File: src/rtl/exec_arbiter.sv
// Shares the ALU between the CPU and an aux engine, sequences the mul/div
// units and generates the CPU stall and commit pulses.
module exec_arbiter #(
    parameter int STARVE_LIMIT = 4,
    parameter int MAX_WAIT     = 64
) (
    input  logic        clk,
    input  logic        rst,
    input  logic        cpu_alu_req,
    input  logic        cpu_mul_req,
    input  logic        cpu_div_req,
    input  logic [15:0] cpu_alu_x,
    input  logic [15:0] cpu_alu_y,
    input  logic [5:0]  cpu_alu_op,
    output logic        stall,
    output logic [15:0] alu_result,
    output logic [3:0]  alu_flags,
    output logic        mul_done,
    output logic        div_done,
    input  logic        aux_req_valid,
    output logic        aux_req_ready,
    input  logic [15:0] aux_x,
    input  logic [15:0] aux_y,
    input  logic [5:0]  aux_op,
    output logic        aux_rsp_valid,
    output logic [15:0] aux_result,
    output logic [3:0]  aux_flags,
    output logic [15:0] alu_x_o,
    output logic [15:0] alu_y_o,
    output logic [5:0]  alu_op_o,
    input  logic [15:0] alu_res_i,
    input  logic [3:0]  alu_flags_i,
    output logic        mul_start,
    input  logic        mul_unit_done,
    output logic        div_start,
    input  logic        div_unit_done,
    output logic        unit_err
);

    typedef enum logic [1:0] {
        IDLE,
        MUL_WAIT,
        DIV_WAIT,
        AUX_STEAL
    } state_t;

    localparam logic [9:0] WAIT_LAST = 10'(MAX_WAIT - 1);
    localparam logic [7:0] STARVE_LIM = 8'(STARVE_LIMIT);

    state_t     state;
    logic [9:0] wait_cnt;
    logic [7:0] starve_cnt;

    logic is_idle;
    logic in_wait;
    logic timeout;
    logic unit_fin;
    logic cpu_busy;
    logic accept;

    assign is_idle  = (state == IDLE);
    assign in_wait  = (state == MUL_WAIT) || (state == DIV_WAIT);
    assign timeout  = in_wait && (wait_cnt == WAIT_LAST);
    assign unit_fin = ((state == MUL_WAIT) && mul_unit_done)
                   || ((state == DIV_WAIT) && div_unit_done);
    assign cpu_busy = cpu_alu_req || cpu_mul_req || cpu_div_req;

    // stall is built only from state and CPU requests, never from aux_req_valid
    assign stall = (state == AUX_STEAL)
                || (is_idle && (cpu_mul_req || cpu_div_req))
                || (in_wait && !unit_fin && !timeout);

    assign mul_start = is_idle && cpu_mul_req;
    assign div_start = is_idle && !cpu_mul_req && cpu_div_req;
    assign mul_done  = (state == MUL_WAIT) && (mul_unit_done || timeout);
    assign div_done  = (state == DIV_WAIT) && (div_unit_done || timeout);

    assign aux_req_ready = (state == AUX_STEAL) || in_wait
                        || (is_idle && !cpu_busy);
    assign accept = aux_req_valid && aux_req_ready;

    assign alu_x_o    = aux_req_ready ? aux_x  : cpu_alu_x;
    assign alu_y_o    = aux_req_ready ? aux_y  : cpu_alu_y;
    assign alu_op_o   = aux_req_ready ? aux_op : cpu_alu_op;
    assign alu_result = alu_res_i;
    assign alu_flags  = alu_flags_i;

    always_ff @(posedge clk or posedge rst) begin
        if (rst) begin
            state         <= IDLE;
            wait_cnt      <= '0;
            starve_cnt    <= '0;
            aux_rsp_valid <= 1'b0;
            aux_result    <= '0;
            aux_flags     <= '0;
            unit_err      <= 1'b0;
        end else begin
            aux_rsp_valid <= accept;
            if (accept) begin
                aux_result <= alu_res_i;
                aux_flags  <= alu_flags_i;
            end

            if (accept || !aux_req_valid)
                starve_cnt <= '0;
            else if (starve_cnt != 8'hFF)
                starve_cnt <= starve_cnt + 8'd1;

            unique case (state)
                IDLE: begin
                    wait_cnt <= '0;
                    if (cpu_mul_req)
                        state <= MUL_WAIT;
                    else if (cpu_div_req)
                        state <= DIV_WAIT;
                    else if (starve_cnt >= STARVE_LIM)
                        state <= AUX_STEAL;
                end
                MUL_WAIT, DIV_WAIT: begin
                    if (unit_fin || timeout) begin
                        state    <= IDLE;
                        wait_cnt <= '0;
                        if (!unit_fin)
                            unit_err <= 1'b1;
                    end else begin
                        wait_cnt <= wait_cnt + 10'd1;
                    end
                end
                AUX_STEAL: state <= IDLE;
                default:   state <= IDLE;
            endcase
        end
    end

endmodule

File: config.mk
export PLATFORM = sky130hd
export DESIGN_NAME = exec_arbiter
export DESIGN_NICKNAME = d
export VERILOG_FILES = /design/src/rtl/exec_arbiter.sv
export SDC_FILE = /design/constraint.sdc
export NUM_CORES = 1
export LEC_CHECK = 0
export ABC_AREA = 1
export CORE_ASPECT_RATIO = 0.5
export CORE_MARGIN = 8
export CORE_UTILIZATION = 39
export DETAILED_ROUTE_END_ITERATION = 8
export GPL_ROUTABILITY_DRIVEN = 0
export GPL_TIMING_DRIVEN = 1
export PLACE_DENSITY_LB_ADDON = 0.15
export SETUP_SLACK_MARGIN = 0.4
export SKIP_CTS_REPAIR_TIMING = 1
export SLEW_MARGIN = 20
export SYNTH_ARGS = -nofsm -noshare
export SYNTH_HDL_FRONTEND = slang
export SYNTH_SLANG_ARGS = --single-unit
File: constraint.sdc
create_clock -name clk -period 4.9 [get_ports clk]
set_input_delay 0.98 -clock clk [delete_from_list [all_inputs] [get_ports clk]]
set_output_delay 0.98 -clock clk [all_outputs]
set_load 0.01 [all_outputs]
Yosys cells after proc, flatten, opt, wreduce, memory -nomap -nowiden
Index checks and enable logic that the tools add are counted.
Word-level totals
  output and inout bits: 86
  logic and storage cells: 67
  bits in latches: 0
  RAM bits: 0
  input bits: 104
  register bits after elaboration: 42
  memories kept: 0
  bits in read-only memories: 0
Operators by class
  bitwise gates (word level): 1
  magnitude comparators: 1
  shift operators: 0
  div/mod/pow operators: 0
  reductions and logical operators: 37
  multiply operators: 0
  muxes and demuxes: 12
  equality and inequality tests: 7
  add/sub/neg operators: 2
Operator list (number)
  2-to-1 mux 16 bit: 2
  case mux 10 bit (2 select lines): 1
  2-to-1 mux 8 bit: 2
  logical AND 1 bit: 13
  logical OR 1 bit: 13
  adder 10 x 1 -> 10 bit, second input constant: 1
  == test 10 x 6 -> 1 bit, second input constant: 1
  2-to-1 mux 10 bit: 1
  adder 8 x 1 -> 8 bit, second input constant: 1
  >= comparator 8 x 3 -> 1 bit, second input constant: 1
  2-to-1 mux 2 bit: 4
  != test 8 bit, second input constant: 1
  2-to-1 mux 6 bit: 1
  case mux 2 bit (3 select lines): 1
  zero test 1 bit: 5
  == test 2 bit, second input constant: 2
  != test 4 x 3 -> 1 bit, second input constant: 1
  nonzero test 2 bit: 2
  AND reduction 3 bit: 1
  == test 2 x 1 -> 1 bit, second input constant: 1
  zero test 2 bit: 1
  != test 2 bit, second input constant: 1
  AND reduction 2 bit: 1
  OR reduction 2 bit: 1
  inverter 1 bit: 1

Logic depth before layout (Yosys ltp)
Gate-level depths: netlist of run 1.
  depth after elaboration: 8
  mapped depth: 9
  gate-level depth less buffers: 9

Worst setup path before layout of run 1
No wires, ideal clock.
  path kind: in2out
  from: input port cpu_mul_req
  to: output port alu_op_o[0]
  stages: 8
  path buffers: 2
  path slack: 2.222 ns
  data arrival time: 1.698 ns
  data required time: 3.920 ns
  cell sequence: nor2_1 > nand3_2 > nand2_4 > inv_2 > buf_6 > buf_6 > nand2_1 > nand2_1
Between the ends
  cells in the longest elaborated chain, start to end: 6
RTL lines
  from (decl): RTL line 10  | input logic cpu_mul_req,
  logical OR 1 bit (2 in a row): RTL line 66  | assign cpu_busy = cpu_alu_req || cpu_mul_req || cpu_div_req;
  zero test 1 bit: RTL line 79  | || (is_idle && !cpu_busy);
  logical AND 1 bit: RTL line 79
  logical OR 1 bit: RTL line 79
  2-to-1 mux 6 bit: RTL line 84  | assign alu_op_o = aux_req_ready ? aux_op : cpu_alu_op;
  to (decl): RTL line 30  | output logic [5:0] alu_op_o,
Every way passes these cells.

Worst setup path in the final report of run 1
  from: input port cpu_mul_req
  to: output port alu_x_o[11]
Between the ends
  cells in the longest elaborated chain, start to end: 6
RTL lines
  logical OR 1 bit (2 in a row): RTL line 66
  zero test 1 bit: RTL line 79
  logical AND 1 bit: RTL line 79
  logical OR 1 bit: RTL line 79
  2-to-1 mux 16 bit: RTL line 82  | assign alu_x_o = aux_req_ready ? aux_x : cpu_alu_x;
  to (decl): RTL line 28  | output logic [15:0] alu_x_o,
Every way passes these cells.

==> flow_summary.yaml, run 1 <==
route:
  vias_per_cell: 4.47
  vias: 2948
  dr.pass1.iters: 4
  wl_per_cell_um: 14.4
  ant_nets: 0
  post-route-drc-count: 0
  drtIter0Drc: 97
  drt_wl_total_mm: 9.53
logic_synthesis:
  synthTopCellsByArea: "dfrtp_1 (38%), nand2_1 (29%), buf_4 (6.3%)"
  synth.most_common_cell: "nand2_1"
  synth_top_area_cell: "dfrtp_1"
  netlist_area_mm2: 0.00276
  yosys.area.top_type_share_pct: 38.1
  synth-async-reset-ratio_pct: 100
  synth_ff_type: "dfrtp_1"
  synthCells: 402
  synth_commonest_cells: "nand2_1 (213), dfrtp_1 (42), inv_1 (24)"
  ys_ff_latch: 42
  yosysUniqueCellTypes: 26
  synth_nets: 515
  synth_enable_flop_cells: 0
  ys_seq_area_share_pct: 38.1
  syn_avg_cell_area_um2: 6.86
  ys.warnings.count: 0
final_layout:
  fin_cells: 660
  antenna_cells: 0
  multi_input_area_mm2: 0.00136
  seq_area_mm2: 0.00105
  fillers: 600
  layout-drive-gt1-share_pct: 4.40
  final_nets: 680
  area_delta_synth_final_pct: 69.7
timing:
  setup_slack_ns: 0.968
  finalMaxSlewViolations: 0
  maxSlewHeadroom_pct: 61.0
  skew_ns: 0.00194
  clock.fmax_mhz: 254
  worst_pin_slew_ns: 0.584
  whs_ns: 0.476
  finalSetupViolCount: 0
  finalCriticalPeriod_ns: 3.93
  hold_violations: 0
  rsz0062_at_grt: "no"
  period_share_pct: 80.3
  tns_ns: 0
clock_network:
  clock-root-buffer: "clkbuf_16"
  h-tree-depth: 2
  clkLatencyLatePin_ns: 0.27
  cts.clk_slew.worst_paths_ns: 0.06
  clock_path_buffers: 2
  cts_tree: "built"
  clock_sinks: 42
  cts-buffers-inserted: 5
placement:
  placedCellCount: 652
  place_ws_ns: 0.950
  dp_hpwl_mm: 7.75
  io_buffers: 189
global_routing:
  grt_first_pass_wirelength_mm: 14.3
  use_met2_pct: 29.6
  gr-usage-met3_pct: 5.33
  antenna_found_initial: 0
  grt_usage_pct: 17.5
  grt.met1_usage_pct: 21.9
  grt_pass1_vias: 2749
  grt-ovfl-total: 0
  grt_max_degree: 43
  busiest_layer: "met2"
critical_path:
  cp-start-kind: "input port"
  critPathMaxStageDelay_ns: 0.56
  end_kind: "output pin"
  crit_chain: "clkdlybuf4s50_1, nor2_1, nand3_2, nand2_4, inv_2, nand2_1, nand2_1, clkdlybuf4s50_1"
  worstPathMaxFanout: 38
  crit_type: "in2out"
  cp.arrival_ns: 2.95
  cp_top_family: "buffers and inverters"
  cpMaxStageDelayCell: "clkdlybuf4s50_1"
  required_ns: 3.92
  cp.buffers_inverters: 3
floorplan:
  die_y_um: 75.5
  core_mm2: 0.00675
  ios: 190
  die-area_mm2: 0.0102
  initial_utilization_pct: 40.8
  placementRows: 21
  die_w_um: 135
run_status:
  status: "finished, final reports clean"
power_and_ir_drop:
  p_leak_nw: 2.24
  power.ir.vdd_worst_mv: 0.242
  p_switching_uw: 885
  clock_power_share_pct: 14.6
  seqPwrFrac_pct: 22.9
  switching_share_pct: 39.8
  p_per_area_mw_per_mm2: 475
  p_comb_share_pct: 62.5
  p_int_mw: 1.34
run:
  cap_violations: 0
worst_hold_path:
  hp-class: "reg2reg"
==> routing by layer <==
metal  vias up  wire length, µm
met4         0               62
met2       109             4350
met1      1294             4230
met3         4              897
met5         -                0
li1       1541                -
==> power by group through the flow <==
stage / Clock, mW / Combinational (mW) / Sequential, mW
after global placement: 0 / 1.40 / 0.510
after detailed placement: 0 / 1.41 / 0.512
final: 0.325 / 1.39 / 0.509
after global routing: 0.349 / 1.53 / 0.525
after CTS: 0.335 / 1.42 / 0.510
after floorplan: 0 / 0.678 / 0.548
==> logic make-up after synthesis <==
group	Yosys count	share of synthesized area [%]
buffers and inverters	60	12.7
DFF	42	38.1
and+or+nand+nor	264	38.8
AOI/OAI and AO/OA	21	4.40
xor gates and xnor gates	6	1.91
adders and majority gates	9	4.08
==> worst reg2reg max path: cells and delay by family (launching register included) <==
kind	cells	cell delay [ns]
fa+ha+maj	1	0.25
buf+inv	3	0.90
flops	1	0.43
simple gates	5	0.73
==> layout by cell type, fill, tap and decap left out, types with 2 or more instances in the layout <==
cell type	n
a21oi_1	6
a31oi_1	2
buf_4	2
clkbuf_16	5
clkdlybuf4s50_1	189
dfrtp_1	42
ha_1	9
inv_1	24
inv_2	3
nand2_1	213
nand2_2	3
nand3_1	10
nand3_2	4
nor2_1	21
nor2_2	3
nor3_1	6
o21ai_0	7
o21ai_1	4
xnor2_1	2
xor2_1	4
==> per-stage QoR <==
stage	util (%)	power (mW)	cell area (µm²)
after floorplan	-	1.23	2760
after global routing	69.3	2.40	4680
after CTS	69.3	2.26	4680
final	69.3	2.22	4680
after detailed placement	67.1	1.92	4530
after global placement	67.1	1.91	4530
==> cell type report <==
cell class,instances,area share (%)
well taps,92,2.46
clock buffers,7,3.05
multi-input cells,300,29.0
repair buffers,191,40.7
flip-flops and latches,42,22.5
clock inverters,1,0.107
inverters,27,2.17
==> worst paths after layout <==
| check | startpoint | to | slack (ns) | cells past startpoint |
|---|---|---|---|---|
| worst min-delay path | unit_err$_DFFE_PP0P_ | unit_err$_DFFE_PP0P_ | 0.48 | 2 |
| min in group asynchronous | rst | aux_flags[2]$_DFFE_PP0P_ | 1.13 | 3 |
| max in group asynchronous | rst | wait_cnt[9]$_DFFE_PP0P_ | 3.41 | 3 |
| worst max-delay path | cpu_mul_req | alu_x_o[11] | 0.97 | 8 |
| worst max register to register | state[0]$_DFFE_PP0P_ | aux_result[0]$_DFFE_PP0P_ | 2.52 | 9 |
| worst min register to register | unit_err$_DFFE_PP0P_ | unit_err$_DFFE_PP0P_ | 0.48 | 2 |
==> flip-flops by register name, summed over array words and instances (netlist names) <==
register	count
aux_result	16
state	2
aux_rsp_valid	1
unit_err	1
starve_cnt	8
wait_cnt	10
aux_flags	4
(Power assumes the default switching activity.)
==> run 2, diff against run 1 <==
--- a/config.mk
+++ b/config.mk
@@ -8,7 +8,7 @@
 export ABC_AREA = 1
 export CORE_ASPECT_RATIO = 0.5
 export CORE_MARGIN = 8
-export CORE_UTILIZATION = 39
+export CORE_UTILIZATION = 32
 export DETAILED_ROUTE_END_ITERATION = 8
 export GPL_ROUTABILITY_DRIVEN = 0
 export GPL_TIMING_DRIVEN = 1
==> constraint.sdc (replaced) <==
create_clock -name clk -period 3.41 [get_ports clk]
set_input_delay 0.682 -clock clk [delete_from_list [all_inputs] [get_ports clk]]
set_output_delay 0.682 -clock clk [all_outputs]
set_load 0.01 [all_outputs]
==> flow_summary.yaml, run 2 (synthesis results as in run 1) <==
floorplan:
  die_y_um: 81.6
  die_w_um: 147
  initial_utilization_pct: 32.3
  die-area_mm2: 0.0120
  core_mm2: 0.00853
  ios: 190
  placementRows: 24
route:
  drtIter0Drc: 98
  ant_nets: 0
  wl_per_cell_um: 13.9
  dr.pass1.iters: 4
  vias_per_cell: 4.34
  post-route-drc-count: 0
  drt_wl_total_mm: 9.56
  vias: 2991
timing:
  tns_ns: 0
  skew_ns: 0.00457
  hold_violations: 0
  clock.fmax_mhz: 336
  finalCriticalPeriod_ns: 2.97
  finalSetupViolCount: 0
  rsz0062_at_grt: "yes"
  worst_pin_slew_ns: 0.546
  setup_slack_ns: 0.435
  maxSlewHeadroom_pct: 63.6
  period_share_pct: 87.2
  finalMaxSlewViolations: 0
critical_path:
  rr_startpoint: "state[0]$_DFFE_PP0P_"
  ff2ff_path_depth: 9
  crit_type: "in2out"
  cp-start-kind: "input port"
  crit_chain: "clkdlybuf4s50_1, nor2_1, nand3_2, nand2_4, inv_2, buf_6, nand2_1, nand2_1, clkdlybuf4s50_1"
  end_kind: "output pin"
  required_ns: 2.73
  cpMaxStageDelayCell: "clkdlybuf4s50_1"
  r2r_end: "aux_result[0]$_DFFE_PP0P_"
  cp.arrival_ns: 2.29
  critPathMaxStageDelay_ns: 0.54
  r2r_setup_slack_ns: 1.32
  worstPathMaxFanout: 15
global_routing:
  antenna_found_initial: 0
  grt_first_pass_wirelength_mm: 15.1
  grt_max_degree: 27
  grt-ovfl-total: 0
  grt_usage_pct: 15.3
  grt_pass1_vias: 2999
clock_network:
  clkLatencyLatePin_ns: 0.28
  clock_sinks: 42
  clock_path_buffers: 2
  clock-root-buffer: "clkbuf_16"
  h-tree-depth: 2
  cts.clk_slew.worst_paths_ns: 0.06
  cts_tree: "built"
  cts-buffers-inserted: 5
final_layout:
  largest_register_ffs: 16
  mostFrequentLayoutCell: "nand2_1"
  antenna_cells: 0
  regMostFlops: "aux_result"
  fin_cells: 689
  fillers: 825
  multi_input_area_mm2: 0.00136
  final_nets: 684
  final_cell_mix: "nand2_1 (213), clkdlybuf4s50_1 (163), dfrtp_1 (42)"
  area_delta_synth_final_pct: 76.2
  reg_top3: "aux_result x16, wait_cnt x10, starve_cnt x8"
  seq_area_mm2: 0.00105
  layout-drive-gt1-share_pct: 5.42
power_and_ir_drop:
  p_switching_mw: 1.29
  power.ir.vdd_worst_mv: 0.289
  p_leak_nw: 2.54
  switching_share_pct: 38.8
  p_int_mw: 2.03
  p_comb_share_pct: 61.8
  clock_power_share_pct: 16.1
  p_per_area_mw_per_mm2: 682
  seqPwrFrac_pct: 22.1
placement:
  placedCellCount: 681
  io_buffers: 189
  dp_hpwl_mm: 7.70
  place_ws_ns: 0.293
worst_hold_path:
  hp-start: "aux_result[13]$_DFFE_PP0P_"
  hp-class: "reg2reg"
  whs_endpoint: "aux_result[13]$_DFFE_PP0P_"
  hold_depth: 2
run_status:
  status: "finished, final reports clean"
run:
  cap_violations: 0
==> run 2: changes by cell type in the layout (fill, tap and decap cells not counted), sizes merged <==
| cell | delta |
|---|---|
| clkinv | -1 |
| bufinv | +1 |
| buf | +4 |
| clkdlybuf4s50 | -26 |
| clkbuf | -1 |
| dlymetal6s2s | +26 |
| clkinvlp | +1 |
==> run 2: layout make-up <==
| type | instances | area share (%) |
|---|---|---|
| repair buffers | 195 | 41.9 |
| multi-input cells | 300 | 28.0 |
| flip-flops and latches | 42 | 21.6 |
| well taps | 117 | 3.01 |
| clock buffers | 6 | 2.65 |
| inverters | 27 | 2.09 |
| clock inverters | 2 | 0.772 |
==> run 2: worst max-delay path: cells and delay by family <==
family	cells	cell delay (ns)
buffers and inverters	4	1.26
AND/OR/NAND/NOR	5	0.35
==> run 2: worst max path at each step <==
stage / from / to / slack, ns
5_1_grt: cpu_div_req / alu_y_o[9] / 0.34
3_3_place_gp: cpu_mul_req / alu_x_o[2] / 0.33
4_1_cts: cpu_mul_req / alu_x_o[10] / 0.29
2_1_floorplan: cpu_mul_req / alu_op_o[0] / 1.33
6_report: cpu_div_req / alu_x_o[1] / 0.44
3_5_place_dp: cpu_mul_req / alu_x_o[10] / 0.29
==> run 2: routing by layer <==
layer	vias to the layer above	part of all wire [%]	global-route usage, %
met2	132	46	26.8
met3	14	7.6	4.29
met4	0	2.1	4.14
met5	-	0	0
li1	1551	-	-
met1	1294	44	18.5
==> run 2: per-stage QoR <==
stage | utilization [%] | hold WS, ns | instance area (µm²) | power [mW]
final | 57.0 | 0.476 | 4860 | 3.31
after CTS | 56.0 | 0.481 | 4770 | 3.37
after floorplan | - | 0.478 | 2760 | 1.76
after detailed placement | 54.0 | 0.464 | 4610 | 2.83
after global placement | 54.0 | 0.453 | 4610 | 2.81
after global routing | 57.0 | 0.504 | 4860 | 3.60
==> run 2: power groups by stage <==
stage / clock (mW) / sequential, mW / combinational [mW]
floorplan: 0 / 0.787 / 0.974
global placement: 0 / 0.735 / 2.08
detailed placement: 0 / 0.739 / 2.09
CTS: 0.548 / 0.735 / 2.09
global route: 0.574 / 0.753 / 2.27
finish: 0.533 / 0.733 / 2.05
==> run 3, diff against run 2 <==
--- a/config.mk
+++ b/config.mk
@@ -7,7 +7,7 @@
 export LEC_CHECK = 0
 export ABC_AREA = 1
 export CORE_ASPECT_RATIO = 0.5
-export CORE_MARGIN = 8
+export CORE_MARGIN = 10
 export CORE_UTILIZATION = 32
 export DETAILED_ROUTE_END_ITERATION = 8
 export GPL_ROUTABILITY_DRIVEN = 0
==> flow_summary.yaml, run 3 (synthesis results as in run 1) <==
final_layout:
  antenna_cells: 0
  seq_area_mm2: 0.00105
  final_cell_mix: "nand2_1 (213), clkdlybuf4s50_1 (151), dfrtp_1 (42)"
  mostFrequentLayoutCell: "nand2_1"
  area_delta_synth_final_pct: 78.0
  fin_cells: 684
  reg_top3: "aux_result x16, wait_cnt x10, starve_cnt x8"
  fillers: 737
  multi_input_area_mm2: 0.00137
  largest_register_ffs: 16
  regMostFlops: "aux_result"
  final_nets: 686
  layout-drive-gt1-share_pct: 5.59
global_routing:
  grt_usage_pct: 14.6
  grt_max_degree: 39
  grt_first_pass_wirelength_mm: 15.5
  antenna_found_initial: 0
  grt-ovfl-total: 0
  grt_pass1_vias: 2924
critical_path:
  required_ns: 2.73
  cp-start-kind: "input port"
  end_kind: "output pin"
  crit_type: "in2out"
  worstPathMaxFanout: 19
  cp-startpoint: "cpu_div_req"
  rr_startpoint: "state[1]$_DFFE_PP0P_"
  cp.arrival_ns: 2.35
timing:
  skew_ns: 0.00265
  finalMaxSlewViolations: 0
  whs_ns: 0.473
  period_share_pct: 89.0
  worst_pin_slew_ns: 0.606
  maxSlewHeadroom_pct: 59.5
  hold_violations: 0
  finalCriticalPeriod_ns: 3.03
  tns_ns: 0
  clock.fmax_mhz: 330
  rsz0062_at_grt: "yes"
  finalSetupViolCount: 0
route:
  dr.pass1.iters: 5
  vias: 2996
  drtIter0Drc: 115
  post-route-drc-count: 0
  wl_per_cell_um: 15.2
  vias_per_cell: 4.38
  drt_wl_total_mm: 10.4
  ant_nets: 0
floorplan:
  die_w_um: 151
  initial_utilization_pct: 33.6
  ios: 190
  placementRows: 23
  die_y_um: 85.6
  core_mm2: 0.00820
  die-area_mm2: 0.0130
clock_network:
  clock_path_buffers: 2
  h-tree-depth: 2
  clock-root-buffer: "clkbuf_16"
  clock_sinks: 42
  cts.clk_slew.worst_paths_ns: 0.05
  cts_tree: "built"
  clkLatencyLatePin_ns: 0.27
  cts-buffers-inserted: 5
worst_hold_path:
  hp-start: "aux_result[3]$_DFFE_PP0P_"
  hp-class: "reg2reg"
run:
  cap_violations: 0
placement:
  placedCellCount: 673
  dp_hpwl_mm: 8.21
  io_buffers: 189
power_and_ir_drop:
  power.ir.vdd_worst_mv: 0.389
  p_leak_nw: 2.68
  power.total_mw: 3.32
  p_per_area_mw_per_mm2: 677
run_status:
  status: "finished, final reports clean"
==> run 3: changes by cell type in the layout (fill, tap and decap cells not counted), moves of 2 or more <==
| cell | change |
|---|---|
| clkdlybuf4s50_1 | -12 |
| dlymetal6s2s_1 | +12 |
| buf_6 | -2 |
| clkbuf_16 | +2 |
| buf_4 | +2 |
==> run 3: cell type report <==
cell class	instances	area share, %
inverters	27	2.12
clock buffers	6	2.83
well taps	112	2.85
flip-flops and latches	42	21.4
repair buffers	197	42.9
multi-input cells	300	27.9
==> run 3: final timing paths <==
path,slack (ns),end,cells past startpoint
max in group asynchronous,1.99,aux_result[11]$_DFFE_PP0P_,3
setup reg to reg,1.23,aux_result[1]$_DFFE_PP0P_,9
hold / removal,0.47,aux_result[3]$_DFFE_PP0P_,2
min in group asynchronous,0.80,wait_cnt[7]$_DFFE_PP0P_,2
setup / recovery,0.38,alu_x_o[3],9
hold reg to reg,0.47,aux_result[3]$_DFFE_PP0P_,2
==> run 3: worst max-delay path, cell delays in order <==
cell and delay (ns):
clkdlybuf4s50_1 0.48, nor2_1 0.05, nand3_2 0.11, nand2_8 0.08, inv_4 0.10, buf_12 0.15
nand2_1 0.06, nand2_1 0.05, clkdlybuf4s50_1 0.57
==> run 3: metrics by stage <==
stage | utilization (%) | worst slack (ns) | instance area (µm²)
detailed placement | 56.0 | 0.250 | 4590
floorplan | - | 1.33 | 2760
finish | 59.9 | 0.376 | 4910
CTS | 57.7 | 0.249 | 4730
global placement | 56.0 | 0.264 | 4590
global route | 59.9 | 0.271 | 4910
==> run 3: routing by layer <==
layer | GRT usage (%) | vias to the layer above | routed length (µm)
met5 | 0 | - | 0
met4 | 3.48 | 0 | 129
met1 | 16.7 | 1325 | 4400
li1 | - | 1549 | -
met2 | 25.7 | 116 | 4800
met3 | 4.98 | 6 | 1080
==> run 3: report_power, final <==
group / internal (mW) / switching [mW]
clock: 0.283 / 0.168
combinational: 1.07 / 1.06
sequential: 0.644 / 0.0897
